--- src/rtl/jtaglet_mc_if.sv ---
`default_nettype none
// ============================================================================
//  Module   : jtaglet_mc_if
//  Brief    : User-side bus of the jtaglet_mc TAP. It carries the per-channel
//             data shadows, the USEROP shadow and the pending/ack handshake.
//  Revision : 1.0 - initial release
// ============================================================================
interface jtaglet_mc_if #(
  parameter int NUM_CH     = 2,
  parameter int DATA_LEN   = 32,
  parameter int USEROP_LEN = 8
);
  logic [NUM_CH*DATA_LEN-1:0] userData_in;
  logic [NUM_CH*DATA_LEN-1:0] userData_out;
  logic [NUM_CH-1:0]          userData_valid;
  logic [USEROP_LEN-1:0]      userOp;
  logic                       userOp_valid;
  logic                       userOp_ack;
  logic                       userOp_pending;

  // The TAP side drives the shadows and strobes.
  modport master (
    input  userData_in, userOp_ack,
    output userData_out, userData_valid, userOp, userOp_valid, userOp_pending
  );

  // The on-chip consumer side.
  modport slave (
    output userData_in, userOp_ack,
    input  userData_out, userData_valid, userOp, userOp_valid, userOp_pending
  );
endinterface
`default_nettype wire

--- src/rtl/jtaglet_mc.sv ---
`default_nettype none
// ============================================================================
//  Module   : jtaglet_mc
//  Brief    : Multi-channel JTAG TAP. It contains a 16-state controller, an IR,
//             BYPASS, IDCODE, USEROP with a pending/ack handshake, and NUM_CH
//             user data registers.
//  Revision : 1.0 - initial release
// ============================================================================
module jtaglet_mc #(
  parameter int          IR_LEN     = 4,
  parameter logic [3:0]  ID_PARTVER = 4'h0,
  parameter logic [15:0] ID_PARTNUM = 16'h0000,
  parameter logic [10:0] ID_MANF    = 11'h000,
  parameter int          NUM_CH     = 2,
  parameter int          DATA_LEN   = 32,
  parameter int          USEROP_LEN = 8
) (
  input  logic         tck,
  input  logic         trst,
  input  logic         tms,
  input  logic         tdi,
  output logic         tdo,
  output logic         tdo_oe,
  jtaglet_mc_if.master bus
);

  typedef enum logic [3:0] {
    TLR, RTI, SEL_DR, CAP_DR, SH_DR, EX1_DR, PA_DR, EX2_DR, UPD_DR,
    SEL_IR, CAP_IR, SH_IR, EX1_IR, PA_IR, EX2_IR, UPD_IR
  } tap_state_t;

  typedef enum logic [1:0] {SEL_BYP, SEL_ID, SEL_UOP, SEL_USR} dr_sel_t;

  localparam logic [IR_LEN-1:0] c_ir_bypass = '1;
  localparam logic [IR_LEN-1:0] c_ir_idcode = ~IR_LEN'(1);
  localparam logic [IR_LEN-1:0] c_op_ch0    = IR_LEN'(4'b1000);
  localparam logic [IR_LEN-1:0] c_op_uop    = IR_LEN'(4'b1001);
  localparam logic [IR_LEN-1:0] c_op_ch1    = IR_LEN'(4'b1010);
  localparam logic [IR_LEN-1:0] c_op_ch2    = IR_LEN'(4'b1011);
  localparam logic [IR_LEN-1:0] c_op_ch3    = IR_LEN'(4'b1100);
  localparam logic [31:0]       c_idcode    = {ID_PARTVER, ID_PARTNUM, ID_MANF, 1'b1};

  tap_state_t            r_state, w_state_nxt;
  logic [IR_LEN-1:0]     r_ir;
  logic [31:0]           r_dr_id;
  logic                  r_dr_byp;
  logic [USEROP_LEN-1:0] r_dr_uop;
  logic [DATA_LEN-1:0]   r_dr_usr;
  logic                  r_pending, r_overrun;
  logic                  r_tdo, r_tdo_oe;
  dr_sel_t               w_sel;
  logic [1:0]            w_ch;
  logic [DATA_LEN-1:0]   w_usr_cap;
  logic                  w_tdo;
  logic                  w_upd_uop, w_upd_usr;

  // TAP state register; trst forces Test-Logic-Reset.
  always_ff @(posedge tck) begin
    if (trst) r_state <= TLR;
    else      r_state <= w_state_nxt;
  end

  // IEEE 1149.1 next-state logic.
  always_comb begin
    w_state_nxt = r_state;
    case (r_state)
      TLR:     w_state_nxt = tms ? TLR    : RTI;
      RTI:     w_state_nxt = tms ? SEL_DR : RTI;
      SEL_DR:  w_state_nxt = tms ? SEL_IR : CAP_DR;
      CAP_DR:  w_state_nxt = tms ? EX1_DR : SH_DR;
      SH_DR:   w_state_nxt = tms ? EX1_DR : SH_DR;
      EX1_DR:  w_state_nxt = tms ? UPD_DR : PA_DR;
      PA_DR:   w_state_nxt = tms ? EX2_DR : PA_DR;
      EX2_DR:  w_state_nxt = tms ? UPD_DR : SH_DR;
      UPD_DR:  w_state_nxt = tms ? SEL_DR : RTI;
      SEL_IR:  w_state_nxt = tms ? TLR    : CAP_IR;
      CAP_IR:  w_state_nxt = tms ? EX1_IR : SH_IR;
      SH_IR:   w_state_nxt = tms ? EX1_IR : SH_IR;
      EX1_IR:  w_state_nxt = tms ? UPD_IR : PA_IR;
      PA_IR:   w_state_nxt = tms ? EX2_IR : PA_IR;
      EX2_IR:  w_state_nxt = tms ? UPD_IR : SH_IR;
      UPD_IR:  w_state_nxt = tms ? SEL_DR : RTI;
      default: w_state_nxt = TLR;
    endcase
  end

  // Instruction decode from the live IR; unknown opcodes and absent channels fall to BYPASS.
  always_comb begin
    w_sel = SEL_BYP;
    w_ch  = 2'd0;
    if (r_ir == c_ir_idcode)                  w_sel = SEL_ID;
    else if (r_ir == c_op_uop)                w_sel = SEL_UOP;
    else if (r_ir == c_op_ch0)                w_sel = SEL_USR;
    else if (r_ir == c_op_ch1 && NUM_CH > 1) begin w_sel = SEL_USR; w_ch = 2'd1; end
    else if (r_ir == c_op_ch2 && NUM_CH > 2) begin w_sel = SEL_USR; w_ch = 2'd2; end
    else if (r_ir == c_op_ch3 && NUM_CH > 3) begin w_sel = SEL_USR; w_ch = 2'd3; end
  end

  // Capture value for the selected user channel.
  always_comb begin
    w_usr_cap = '0;
    for (int k = 0; k < NUM_CH; k++)
      if (w_ch == 2'(k)) w_usr_cap = bus.userData_in[k*DATA_LEN +: DATA_LEN];
  end

  // IR: IDCODE in reset, status word on capture, right shift with tdi entering the MSB.
  always_ff @(posedge tck) begin
    if (trst || r_state == TLR) r_ir <= c_ir_idcode;
    else if (r_state == CAP_IR)  r_ir <= IR_LEN'({r_overrun, r_pending, 2'b01});
    else if (r_state == SH_IR)   r_ir <= {tdi, r_ir[IR_LEN-1:1]};
  end

  // DR shift registers: only the selected one captures or shifts.
  always_ff @(posedge tck) begin
    if (trst) begin
      r_dr_id  <= '0;
      r_dr_byp <= 1'b0;
      r_dr_uop <= '0;
      r_dr_usr <= '0;
    end else if (r_state == CAP_DR) begin
      case (w_sel)
        SEL_ID:  r_dr_id  <= c_idcode;
        SEL_UOP: r_dr_uop <= '0;
        SEL_USR: r_dr_usr <= w_usr_cap;
        default: r_dr_byp <= 1'b0;
      endcase
    end else if (r_state == SH_DR) begin
      case (w_sel)
        SEL_ID:  r_dr_id  <= {tdi, r_dr_id[31:1]};
        SEL_UOP: r_dr_uop <= {tdi, r_dr_uop[USEROP_LEN-1:1]};
        SEL_USR: r_dr_usr <= {tdi, r_dr_usr[DATA_LEN-1:1]};
        default: r_dr_byp <= tdi;
      endcase
    end
  end

  assign w_upd_uop = (r_state == UPD_DR) && (w_sel == SEL_UOP);
  assign w_upd_usr = (r_state == UPD_DR) && (w_sel == SEL_USR);

  // USEROP shadow, strobe and the pending/overrun handshake; an update wins over ack.
  always_ff @(posedge tck) begin
    if (trst) begin
      bus.userOp       <= '0;
      bus.userOp_valid <= 1'b0;
      r_pending        <= 1'b0;
      r_overrun        <= 1'b0;
    end else begin
      bus.userOp_valid <= w_upd_uop;
      if (w_upd_uop) bus.userOp <= r_dr_uop;
      if (r_state == TLR) begin
        r_pending <= 1'b0;
        r_overrun <= 1'b0;
      end else if (w_upd_uop) begin
        r_pending <= 1'b1;
        if (r_pending) r_overrun <= 1'b1;
      end else if (bus.userOp_ack) begin
        r_pending <= 1'b0;
      end
    end
  end

  assign bus.userOp_pending = r_pending;

  generate
    for (genvar k = 0; k < NUM_CH; k++) begin : g_ch
      logic w_hit;
      assign w_hit = w_upd_usr && (w_ch == 2'(k));
      // Channel shadow and strobe; only trst clears the shadow, TLR keeps it.
      always_ff @(posedge tck) begin
        if (trst) begin
          bus.userData_out[k*DATA_LEN +: DATA_LEN] <= '0;
          bus.userData_valid[k]                    <= 1'b0;
        end else begin
          bus.userData_valid[k] <= w_hit;
          if (w_hit) bus.userData_out[k*DATA_LEN +: DATA_LEN] <= r_dr_usr;
        end
      end
    end
  endgenerate

  // TDO source for the current shift state.
  always_comb begin
    w_tdo = 1'b0;
    if (r_state == SH_IR) w_tdo = r_ir[0];
    else if (r_state == SH_DR) begin
      case (w_sel)
        SEL_ID:  w_tdo = r_dr_id[0];
        SEL_UOP: w_tdo = r_dr_uop[0];
        SEL_USR: w_tdo = r_dr_usr[0];
        default: w_tdo = r_dr_byp;
      endcase
    end
  end

  // TDO and its enable launch on the falling edge.
  always_ff @(negedge tck) begin
    if (trst) begin
      r_tdo    <= 1'b0;
      r_tdo_oe <= 1'b0;
    end else begin
      r_tdo    <= w_tdo;
      r_tdo_oe <= (r_state == SH_DR) || (r_state == SH_IR);
    end
  end

  assign tdo    = r_tdo;
  assign tdo_oe = r_tdo_oe;

endmodule
`default_nettype wire
--- src/flat_wrapper.sv ---
// flat-port wrapper written by rule: the top's interface ports become plain ports
module jtaglet_mc_flat 
#(
  parameter int          IR_LEN     = 4,
  parameter logic [3:0]  ID_PARTVER = 4'h0,
  parameter logic [15:0] ID_PARTNUM = 16'h0000,
  parameter logic [10:0] ID_MANF    = 11'h000,
  parameter int          NUM_CH     = 2,
  parameter int          DATA_LEN   = 32,
  parameter int          USEROP_LEN = 8
)
  (tck, trst, tms, tdi, tdo, tdo_oe, bus_userData_in, bus_userOp_ack, bus_userData_out, bus_userData_valid, bus_userOp, bus_userOp_valid, bus_userOp_pending);
  jtaglet_mc_if #(.NUM_CH(NUM_CH), .DATA_LEN(DATA_LEN), .USEROP_LEN(USEROP_LEN)) bus_i ();
  input  logic tck;
  input  logic trst;
  input  logic tms;
  input  logic tdi;
  output logic tdo;
  output logic tdo_oe;
  input wire logic [$bits(bus_i.userData_in)-1:0] bus_userData_in;
  input wire logic [$bits(bus_i.userOp_ack)-1:0] bus_userOp_ack;
  output wire logic [$bits(bus_i.userData_out)-1:0] bus_userData_out;
  output wire logic [$bits(bus_i.userData_valid)-1:0] bus_userData_valid;
  output wire logic [$bits(bus_i.userOp)-1:0] bus_userOp;
  output wire logic [$bits(bus_i.userOp_valid)-1:0] bus_userOp_valid;
  output wire logic [$bits(bus_i.userOp_pending)-1:0] bus_userOp_pending;
  assign bus_i.userData_in = bus_userData_in;
  assign bus_i.userOp_ack = bus_userOp_ack;
  assign bus_userData_out = bus_i.userData_out;
  assign bus_userData_valid = bus_i.userData_valid;
  assign bus_userOp = bus_i.userOp;
  assign bus_userOp_valid = bus_i.userOp_valid;
  assign bus_userOp_pending = bus_i.userOp_pending;
  jtaglet_mc #(.IR_LEN(IR_LEN), .ID_PARTVER(ID_PARTVER), .ID_PARTNUM(ID_PARTNUM), .ID_MANF(ID_MANF), .NUM_CH(NUM_CH), .DATA_LEN(DATA_LEN), .USEROP_LEN(USEROP_LEN)) u_core (.tck(tck), .trst(trst), .tms(tms), .tdi(tdi), .tdo(tdo), .tdo_oe(tdo_oe), .bus(bus_i));
endmodule
--- config.mk ---
export PLATFORM = sky130hd
export DESIGN_NAME = jtaglet_mc_flat
export DESIGN_NICKNAME = d
export VERILOG_FILES = /design/src/rtl/jtaglet_mc_if.sv /design/src/rtl/jtaglet_mc.sv /design/src/flat_wrapper.sv
export SDC_FILE = /design/constraint.sdc
export NUM_CORES = 1
export LEC_CHECK = 0
export ABC_AREA = 1
export ABC_CLOCK_PERIOD_IN_PS = 1600
export BUFFER_PORTS_ARGS = -buffer_cell sky130_fd_sc_hd__buf_2
export CORE_ASPECT_RATIO = 0.7
export CORE_UTILIZATION = 41
export CTS_CLUSTER_DIAMETER = 120
export DETAILED_ROUTE_END_ITERATION = 10
export GPL_ROUTABILITY_DRIVEN = 1
export PLACE_DENSITY = 0.72
export SLEW_MARGIN = 15
export SYNTH_ARGS = -nofsm -noshare
export SYNTH_HDL_FRONTEND = slang
export SYNTH_SLANG_ARGS = --single-unit
--- constraint.sdc ---
create_clock -name tck -period 1.6 [get_ports tck]
set_input_delay 0.24 -clock tck [delete_from_list [all_inputs] [get_ports tck]]
set_output_delay 0.24 -clock tck [all_outputs]
set_load 0.03 [all_outputs]
* Word-level counts from Yosys, hierarchy flattened *
Cells that the tools add are included.

cells by class
  reductions and logical operators = 21
  multiplexer cells = 46
  eq/ne operators = 27

operators with widths
  operator                                        number
  two-way mux 32 bit                              10
  == test 4 bit (second input constant)           12
  one-hot mux 4 bit (12 select lines)             1
  two-way mux 8 bit                               4
  two-way mux 4 bit                               6
  two-way mux 2 bit                               10
  == test 4 x 3 -> 1 bit (second input constant)  4
  two-way mux 1 bit                               12
  == test 4 x 2 -> 1 bit (second input constant)  2
  inequality test 2 bit (second input constant)   4
  two-way mux 3 bit                               2
  AND reduction 2 bit                             3
  AND reduction 3 bit                             2
  nonzero test 2 bit                              3
  OR reduction 2 bit                              3
  OR reduction 3 bit                              2
  == test 2 x 1 -> 1 bit (second input constant)  2
  == test 2 bit (second input constant)           2
  == test 4 x 1 -> 1 bit (second input constant)  1
  logical AND 1 bit                               4
  logical NOT 4 bit                               1
  one-hot mux 1 bit (3 select lines)              1
  logical NOT 2 bit                               1
  logical OR 1 bit                                2

word-level totals
  bits of input ports = 69
  word-level logic and storage cells = 110
  output and inout bits = 78
  register bits = 160

* Depth between registers and ports, before layout *
Gate-level depths: netlist of run 1.

  word-level depth = 10
  mapped depth = 10
  mapped depth without buffers = 10

==> run metrics, run 1 <==
Vias=6950; status=finished with violations; Clock Skew=26.19 ps; Clock Root Buffer=clkbuf_16; Worst Tran Pin Value=422.0 ps; vias per inst=5.253; FP Rows=38; Hold Crit Start=bus_userOp_ack; setup ws final=-330.7 ps; footprint of the multi-input gates=0.002925 sq mm; Final Setup Violations=122; Area growth, synth to finish=40.33%; worst path bufs/invs=1; global route overflow=0; violated checks=setup timing; CP startpoint kind=flop; IO Port Bufs=146; Critical R2R Launch=u_core.r_state[1]$_SDFF_PP0_; Reg area=0.003223 sq mm; maximum VDD drop=607.8 uV; post-synthesis sequential area ratio=0.4848; Hold Violations, Final=0; CP top delay family=flip-flops; Worst-path clk slew=70 ps; synth top area cells=dfxtp_1 (48%), a21oi_1 (14%), o21ai_0 (11%); flop and latch count out of synthesis=160; DRT Pass-1 Iters=5; Boundary Pins=147; Post-synth top cells=a21oi_1 (179), nand2_1 (163), dfxtp_1 (160); Worst EP required=1360 ps; Most used DFF post-synth=dfxtp_1; crit path max fanout=1; hold buffers post-CTS=0; CP arrival=1690 ps; GR Util All Layers=0.2321; CP max stage delay=320 ps; RSZ-0062 raised after global routing=yes; Cell Pwr Density=895.5 mW/mm^2; initial antenna violation count=0; Worst Hold Class=input pin to flop; Hold Path End=u_core.bus.userOp_pending$_SDFFE_PP0P_; slew margin rel.=0.7176; reg2reg path depth=12; width of the die=153.7 um; Initial Util=0.4224; Mapped Cells=909; clock sink total=160; DP Wirelength=11240 um; CP endpoint kind=output port; WS Path Type=flop to output port; crit path cell chain=buf_6; Distinct cells, synth=26; Leak=4.329 nW; count leader, synth=a21oi_1; Fin Hold WS=59.21 ps; max cap viols=0; share of layout cells above drive strength 1=0.2992; CTS Buf Count=17; # DRC=0; CTS tree=yes; Slowest-stage cell, CP=dfxtp_2; internal reg-to-reg setup slack=-250 ps; ant diodes=0; Pins Over Slew Limit=0; core area=0.01564 sq mm; Final #Nets=1179; Syn Nets=978; biggest area consumer among synthesized cells=dfxtp_1; cell depth of the worst setup path=1; Final Wtd Congestion=0.9051; Yosys top cell area share=0.4848; average wire per standard cell=16.11 um; vias in the first global route=5926; chip height=108.2 um; largest net degree at the start of global routing=68; total number of yosys warnings=0; EDFF count, synth=0; total negative slack=-10610 ps; overall power=8.303 mW; Syn Area/Cell=7.269 sq um; cell count of the worst hold path=4; clk_lat worst skew=440 ps; Die Footprint=0.01664 sq mm; post-synthesis cell area=0.006608 sq mm; CTS H-tree depth=4; clk buf depth=2; global-route wire length before repair=30410 um; 1st-iter DRT viols=616; drt total wl=21320 um; Async SR Flop Fraction=0; RR Endpoint=u_core.r_dr_id[2]$_SDFFE_PP0P_; # fillers=1364; antenna-violating nets left=0
## worst max-delay path by stage
stage                                            from                    end
after floorplan           u_core.r_ir[2]$_SDFFE_PP1N_  u_core.tdo$_SDFF_NP0_
after global placement    u_core.r_ir[0]$_SDFFE_PP0N_  u_core.tdo$_SDFF_NP0_
after detailed placement  u_core.r_ir[0]$_SDFFE_PP0N_  u_core.tdo$_SDFF_NP0_
after CTS                       u_core.tdo$_SDFF_NP0_                    tdo
after global routing         u_core.tdo_oe$_SDFF_NP0_                 tdo_oe
final                        u_core.tdo_oe$_SDFF_NP0_                 tdo_oe
## layer usage
metal | vias up | wire length (um) | global-route usage | share of wire
li1 | 3395 | - | - | -
met1 | 3200 | 9767 | 0.3174 | 0.46
met2 | 313 | 9529 | 0.3591 | 0.45
met3 | 42 | 1595 | 0.05651 | 0.075
met4 | 0 | 424 | 0.07714 | 0.020
met5 | - | 0 | 0 | 0
## placed cells by master (no fill, tap or decap), types with 12 or more instances in the layout
cell type / instances
dfxtp_1: 150
buf_4: 51
clkbuf_16: 21
inv_1: 84
nand2_1: 151
buf_12: 12
buf_2: 145
nor2_1: 56
buf_6: 17
a21oi_1: 175
o21ai_0: 136
## registers in the layout, summed over array words and instances (netlist names)
signal	flops
u_core.r_state	4
u_core.r_ir	4
u_core.bus.userOp_valid	1
u_core.r_dr_byp	1
u_core.r_overrun	1
u_core.tdo_oe	1
u_core.r_dr_id	32
u_core.r_dr_uop	8
u_core.bus.userData_out	64
u_core.bus.userOp	8
u_core.tdo	1
u_core.bus.userData_valid	2
u_core.bus.userOp_pending	1
u_core.r_dr_usr	32
## area by class of cell
class                           instances  share of cell area
Clock buffer                           19             0.04669
Clock inverter                         15             0.01349
Inverter                               98             0.04129
Multi-Input combinational cell        591              0.3155
Sequential cell                       160              0.3476
Tap cell                              200             0.02699
Timing Repair Buffer                  240              0.2085
## timing repair
item                       CTS  global route
setup buffers               20            10
setup endpoints to repair   81           148
pin swaps                    9            12
cloned                       9             6
resized for setup           33            48
## power by group
group | total, mW | internal (mW) | switching (mW)
registers | 4.03 | 4.01 | 0.0198
clock network | 3.86 | 2.06 | 1.80
logic | 0.414 | 0.185 | 0.229
## through the flow
step,util,cells,cell area [sq um],setup WS (ps)
after CTS,0.5701,1310,8917,-341.2
after global placement,0.5012,1248,7840,-143.9
final,0.5928,1323,9273,-330.7
after floorplan,-,909,6673,-96.00
after global routing,0.5928,1323,9273,-347.4
after detailed placement,0.5012,1248,7840,-156.0
## logic make-up after synthesis
logic type	after synthesis	synth area share
AOI/OAI and AO/OA	337	0.2590
and+or+nand+nor	254	0.1551
buffers and inverters	158	0.1011
DFF	160	0.4848
No activity file was read; power rests on OpenSTA's default activity.
==> inputs of run 2 (changes only) <==
- PLACE_DENSITY: 0.72 -> unset
- PLACE_DENSITY_LB_ADDON: unset -> 0.2
==> run 2 against run 1 <==
Net effect: the run still ends with setup timing left; global-route usage down 0.089 points; clock-buffer cell count decreased by 1; clock power rose by 2%; combinational power increased by 32%; critical path depth is the same; die area unchanged; non-clock buffer count rose by 16; core utilization rose by 6.9 points; first-iteration DRC count fell by 11%; register-to-register slack improved by 40 ps; critical path type unchanged; critical endpoint is now tdo.
==> run metrics, run 2 (synthesis results as in run 1) <==
largest net degree at the start of global routing=64 (was 68); Final Wtd Congestion=0.8279 (was 0.9051); Worst-path clk slew=70 ps (about the same); Boundary Pins=147 (unchanged); setup ws final=-327.4 ps (was -330.7 ps); sw frac=0.2537 (was 0.2470); sw power=2.159 mW (was 2.051 mW); Vias=7072 (was 6950); Die Footprint=0.01664 sq mm (unchanged); hold buffers post-CTS=0 (unchanged); vias per inst=5.274 (was 5.253); DP Wirelength=11410 um (was 11240 um); clock sink total=160 (unchanged); maximum VDD drop=602.0 uV (was 607.8 uV); design area=0.01035 sq mm (was 0.009273 sq mm); worst path bufs/invs=1 (unchanged); critical path launch point=u_core.tdo$_SDFF_NP0_ (was u_core.tdo_oe$_SDFF_NP0_); Clock Root Buffer=clkbuf_16 (unchanged); initial antenna violation count=3 (was 0); RSZ-0062 raised after global routing=yes (unchanged); overall power=8.508 mW (was 8.303 mW); slew margin rel.=0.6901 (was 0.7176); CP startpoint kind=flop (unchanged); GR Util All Layers=0.2313 (was 0.2321); CP max stage delay=320 ps (about the same); 1st-iter DRT viols=547 (was 616); Final Setup Violations=84 (was 122); Pins Over Slew Limit=0 (unchanged); Leak=4.534 nW (was 4.329 nW); internal reg-to-reg setup slack=-210 ps (was -250 ps); DRT Pass-1 Iters=6 (was 5); Critical Path Sink=tdo (was tdo_oe); CTS H-tree depth=4 (unchanged); met3 usage=0.04810 (was 0.05651); gr busiest metal=met2 (unchanged); clk_lat worst skew=450 ps (was 440 ps); vias in the first global route=5901 (was 5926); footprint of the multi-input gates=0.003662 sq mm (was 0.002925 sq mm); routing usage on met2=0.3474 (was 0.3591); Hold Violations, Final=0 (unchanged); crit path cell chain=buf_6 (unchanged); commonest non-fill, non-tap cell in the layout=dfxtp_1 (was a21oi_1); IO Port Bufs=146 (unchanged); CP endpoint kind=output port (unchanged); largest reg by FF count=u_core.bus.userData_out (unchanged); violated checks=setup timing (unchanged); Worst Tran Pin Value=464.9 ps (was 422.0 ps); core area=0.01564 sq mm (unchanged); antenna-violating nets left=0 (unchanged); width of the die=153.7 um (unchanged); RR Endpoint=u_core.tdo$_SDFF_NP0_ (was u_core.r_dr_id[2]$_SDFFE_PP0P_); Critical R2R Launch=u_core.r_ir[1]$_SDFFE_PP1N_ (was u_core.r_state[1]$_SDFF_PP0_); Slowest-stage cell, CP=dfxtp_2 (unchanged); FP Rows=38 (unchanged); CTS tree=yes (unchanged); Cell Pwr Density=822.0 mW/mm^2 (was 895.5 mW/mm^2); clk buf depth=2 (unchanged); Reg area=0.003226 sq mm (was 0.003223 sq mm); logic gate share of total power=0.064 (was 0.050); status=finished with violations (unchanged); Worst EP required=1360 ps (about the same); Final Util=0.6617 (was 0.5928); reg2reg path depth=6 (was 12); WS Path Type=flop to output port (unchanged); global route overflow=0 (unchanged); Final #Nets=1196 (was 1179); Int Pwr=6.349 mW (was 6.253 mW); crit path max fanout=1 (unchanged); CP top delay family=flip-flops (unchanged); top flop regs=u_core.bus.userData_out: 64 flops, u_core.r_dr_id: 32 flops, u_core.r_dr_usr: 32 flops (unchanged); Area growth, synth to finish=56.64% (was 40.33%); max FFs per register=64 (unchanged); met1 Use GR=0.3267 (was 0.3174); CTS Buf Count=17 (unchanged); max cap viols=0 (unchanged); Worst Hold Class=input pin to flop (unchanged); Initial Util=0.4224 (unchanged); chip height=108.2 um (unchanged); drt total wl=22990 um (was 21320 um); share of layout cells above drive strength 1=0.4522 (was 0.2992); CP arrival=1690 ps (about the same); # DRC=0 (unchanged); most frequent cells in the layout=dfxtp_1 (150), buf_2 (144), a21oi_1 (118), nand2_1 (108), inv_1 (87) (was a21oi_1 (175), nand2_1 (151), dfxtp_1 (150), buf_2 (145), o21ai_0 (136)); power share of the sequential group=0.475 (was 0.485); cell depth of the worst setup path=1 (unchanged); # fillers=1216 (was 1364); Clk network pwr share=0.461 (was 0.465); global-route wire length before repair=30160 um (was 30410 um); average wire per standard cell=17.15 um (was 16.11 um); Post-DP Area=0.007915 sq mm (was 0.007840 sq mm); Clock Skew=30.97 ps (was 26.19 ps)
-- run 2: worst min-delay path by stage --
stage / start / end / depth (start not counted)
after global placement: u_core.r_dr_uop[6]$_SDFFE_PP0P_ / u_core.r_dr_uop[6]$_SDFFE_PP0P_ / 2
after floorplan: tms / u_core.r_state[1]$_SDFF_PP0_ / 2
after CTS: bus_userOp_ack / u_core.bus.userOp_pending$_SDFFE_PP0P_ / 4
final: bus_userOp_ack / u_core.bus.userOp_pending$_SDFFE_PP0P_ / 4
after detailed placement: u_core.r_overrun$_SDFFE_PP0P_ / u_core.r_overrun$_SDFFE_PP0P_ / 2
after global routing: trst / u_core.r_state[1]$_SDFF_PP0_ / 2
-- run 2: layout make-up --
cell class | count | share of cell area
timing repair buffer | 256 | 0.2180
antenna | 2 | 0.0004836
clock buffer | 18 | 0.04243
inverter | 98 | 0.03748
multi-input combinational | 592 | 0.3538
tap | 200 | 0.02418
sequential | 160 | 0.3117
clock inverter | 15 | 0.01197
-- run 2: timing repair --
item,in CTS,in global routing
resized for setup,54,310
endpoints found under the setup margin,68,138
pin swaps,9,43
cloned,10,18
buffers inserted,16,17
-- run 2: metrics by stage --
stage               hold WS, ps  worst slack [ps]  cells  setup TNS (ps)
floorplan                 379.8            -96.00    909          -108.6
finish                    56.16            -327.4   1341           -3698
global route              96.07            -346.0   1340          -10290
global placement          456.1            -141.8   1253          -776.7
detailed placement        457.1            -153.5   1253           -3326
CTS                       45.15            -325.6   1311           -3085
-- run 2: power groups by stage --
stage | Clock [mW] | Combinational, mW | Sequential [mW]
after floorplan | 0.0117 | 0.191 | 4.12
after CTS | 3.93 | 0.423 | 4.03
after global routing | 4.16 | 0.590 | 4.04
after global placement | 0.0117 | 0.368 | 4.12
final | 3.92 | 0.545 | 4.04
after detailed placement | 0.0117 | 0.365 | 4.12
-- run 2: per-layer routing --
| metal | share of wire | vias up |
|---|---|---|
| met2 | 0.46 | 277 |
| met3 | 0.064 | 36 |
| met1 | 0.46 | 3306 |
| met5 | 0.00057 | - |
| li1 | - | 3451 |
| met4 | 0.019 | 2 |
==> inputs of run 3 (changes only) <==
- SETUP_SLACK_MARGIN: unset -> 0.4
==> run 3 against run 2 <==
Net effect: worst setup slack lost 59 ps; core utilization increased by 13 points; combinational power grew 22%; clock-buffer cell count is 1 lower; clock power rose by 12%; sequential share of layout area shrank 4.5 points; register-to-register slack got worse by 70 ps; clock skew up 17 ps; critical path depth did not move; wire length up 38%; largest cell class unchanged; the flow still finishes with violations (setup timing); critical path type unchanged; non-clock buffer count is 42 higher; sequential power about the same.
==> run metrics, run 3 (synthesis results as in run 1) <==
core area=0.01564 sq mm (unchanged); slew margin rel.=0.6508 (was 0.6901); CP startpoint kind=flop (unchanged); clk_lat worst skew=480 ps (was 450 ps); most frequent cells in the layout=dfxtp_1 (109), buf_6 (103), a21oi_2 (93), nand2_1 (85), inv_1 (83) (was dfxtp_1 (150), buf_2 (144), a21oi_1 (118), nand2_1 (108), inv_1 (87)); top flop regs=u_core.bus.userData_out: 64 flops, u_core.r_dr_id: 32 flops, u_core.r_dr_usr: 32 flops (unchanged); overall power=9.088 mW (was 8.508 mW); vias in the first global route=7133 (was 5901); violated checks=setup timing (unchanged); largest net degree at the start of global routing=70 (was 64); CP arrival=1750 ps (was 1690 ps); setup ws final=-386.7 ps (was -327.4 ps); hold buffers post-CTS=0 (unchanged); crit path max fanout=1 (unchanged); Clock Skew=47.75 ps (was 30.97 ps); RR Endpoint=u_core.r_dr_id[18]$_SDFFE_PP0P_ (was u_core.tdo$_SDFF_NP0_); Die Footprint=0.01664 sq mm (unchanged); maximum VDD drop=866.6 uV (was 602.0 uV); commonest non-fill, non-tap cell in the layout=dfxtp_1 (unchanged); Worst Hold Class=input pin to flop (unchanged); global-route wire length before repair=39780 um (was 30160 um); Cell Pwr Density=737.1 mW/mm^2 (was 822.0 mW/mm^2); DP Wirelength=11240 um (was 11410 um); Final Setup Violations=151 (was 84); share of layout cells above drive strength 1=0.5958 (was 0.4522); CTS tree=yes (unchanged); worst path bufs/invs=1 (unchanged); antenna-violating nets left=0 (unchanged); DRT Pass-1 Iters=8 (was 6); width of the die=153.7 um (unchanged); CP endpoint kind=output port (unchanged); Pins Over Slew Limit=0 (unchanged); drt total wl=31790 um (was 22990 um); pre-CTS setup slack=-141.4 ps (was -153.5 ps); chip height=108.2 um (unchanged); Clock Root Buffer=clkbuf_16 (unchanged); Boundary Pins=147 (unchanged); Worst Tran Pin Value=518.3 ps (was 464.9 ps); 1st-iter DRT viols=984 (was 547); Area growth, synth to finish=86.59% (was 56.64%); average wire per standard cell=23.03 um (was 17.15 um); CP max stage delay=340 ps (was 320 ps); internal reg-to-reg setup slack=-280 ps (was -210 ps); Final #Nets=1238 (was 1196); Leak=5.049 nW (was 4.534 nW); max FFs per register=64 (unchanged); CTS Buf Count=17 (unchanged); Hold Violations, Final=0 (unchanged); Slowest-stage cell, CP=dfxtp_4 (was dfxtp_2); CTS H-tree depth=4 (unchanged); max cap viols=0 (unchanged); cell depth of the worst setup path=1 (unchanged); reg2reg path depth=14 (was 6); global route overflow=0 (unchanged); Worst-path clk slew=70 ps (about the same); status=finished with violations (unchanged); GR Util All Layers=0.3156 (was 0.2313); Final Wtd Congestion=0.8708 (was 0.8279); Hold Path End=u_core.bus.userOp_pending$_SDFFE_PP0P_ (unchanged); CP top delay family=flip-flops (unchanged); largest reg by FF count=u_core.bus.userData_out (unchanged); Hold Crit Start=bus_userOp_ack (unchanged); clock sink total=160 (unchanged); # DRC=0 (unchanged); crit path cell chain=buf_6 (unchanged); Critical R2R Launch=u_core.r_state[2]$_SDFF_PP0_ (was u_core.r_ir[1]$_SDFFE_PP1N_); vias per inst=5.887 (was 5.274); cell count of the worst hold path=4 (unchanged); clk buf depth=2 (unchanged); Vias=8124 (was 7072); IO Port Bufs=146 (unchanged); total negative slack=-24390 ps (was -3698 ps); Worst EP required=1360 ps (about the same); FP Rows=38 (unchanged); RSZ-0062 raised after global routing=yes (unchanged); WS Path Type=flop to output port (unchanged); initial antenna violation count=0 (was 3); ant diodes=0 (was 2); Initial Util=0.4224 (unchanged)
-- run 3: area by class of cell --
type                    instances  area (sq um)
multi-input cells             592          4355
repair buffers                298          3427
fillers                       824          3313
flip-flops and latches        160          3287
clock buffers                  17         425.4
inverters                      98         400.4
well taps                     200         250.2
clock inverters                15         183.9
-- run 3: worst max path at each step --
stage | startpoint | to
after floorplan | u_core.r_ir[2]$_SDFFE_PP1N_ | u_core.tdo$_SDFF_NP0_
after global placement | u_core.r_ir[0]$_SDFFE_PP0N_ | u_core.tdo$_SDFF_NP0_
after detailed placement | u_core.r_ir[0]$_SDFFE_PP0N_ | u_core.tdo$_SDFF_NP0_
after CTS | u_core.tdo_oe$_SDFF_NP0_ | tdo_oe
after global routing | u_core.tdo_oe$_SDFF_NP0_ | tdo_oe
final | u_core.tdo_oe$_SDFF_NP0_ | tdo_oe
-- run 3: power breakdown --
part	switching [mW]	leakage, nW	internal (mW)
Combinational	0.368	3.44	0.294
Clock	1.90	0.296	2.48
Sequential	0.0354	1.32	4.00
Total	2.31	5.05	6.78
-- run 3: metrics by stage --
| stage | instances | utilization | instance area (sq um) | hold slack, ps |
|---|---|---|---|---|
| after floorplan | 909 | - | 6823 | 377.0 |
| after global placement | 1250 | 0.5067 | 7926 | 442.5 |
| after detailed placement | 1250 | 0.5067 | 7926 | 448.1 |
| after CTS | 1353 | 0.6918 | 10820 | 60.18 |
| after global routing | 1380 | 0.7882 | 12330 | 97.04 |
| final | 1380 | 0.7882 | 12330 | 80.73 |
-- run 3: worst reg2reg max path, stage by stage (launching register included) --
cell and delay [ps]:
dfxtp_4 370, inv_4 50, buf_12 120, nor2_4 120, nand2_2 80, buf_6 140
nand2_8 90, inv_6 40, nor2_4 140, buf_6 140, buf_6 100, buf_12 110
buf_16 130, o21ai_2 60, nor2_1 130
-- run 3: routing by layer --
layer  GRT usage  vias to the layer above  wire [um]
li1            -                     3538          -
met1      0.4261                     3800      12660
met2      0.4727                      623      14280
met3     0.08297                      163       3222
met4      0.1436                        0       1632
met5           0                        -          0
-- run 3: timing repair --
item	in CTS	in global routing
resized for setup	367	384
setup endpoints to repair	200	224
pin swaps	92	51
gates cloned	30	3
setup buffers	42	24
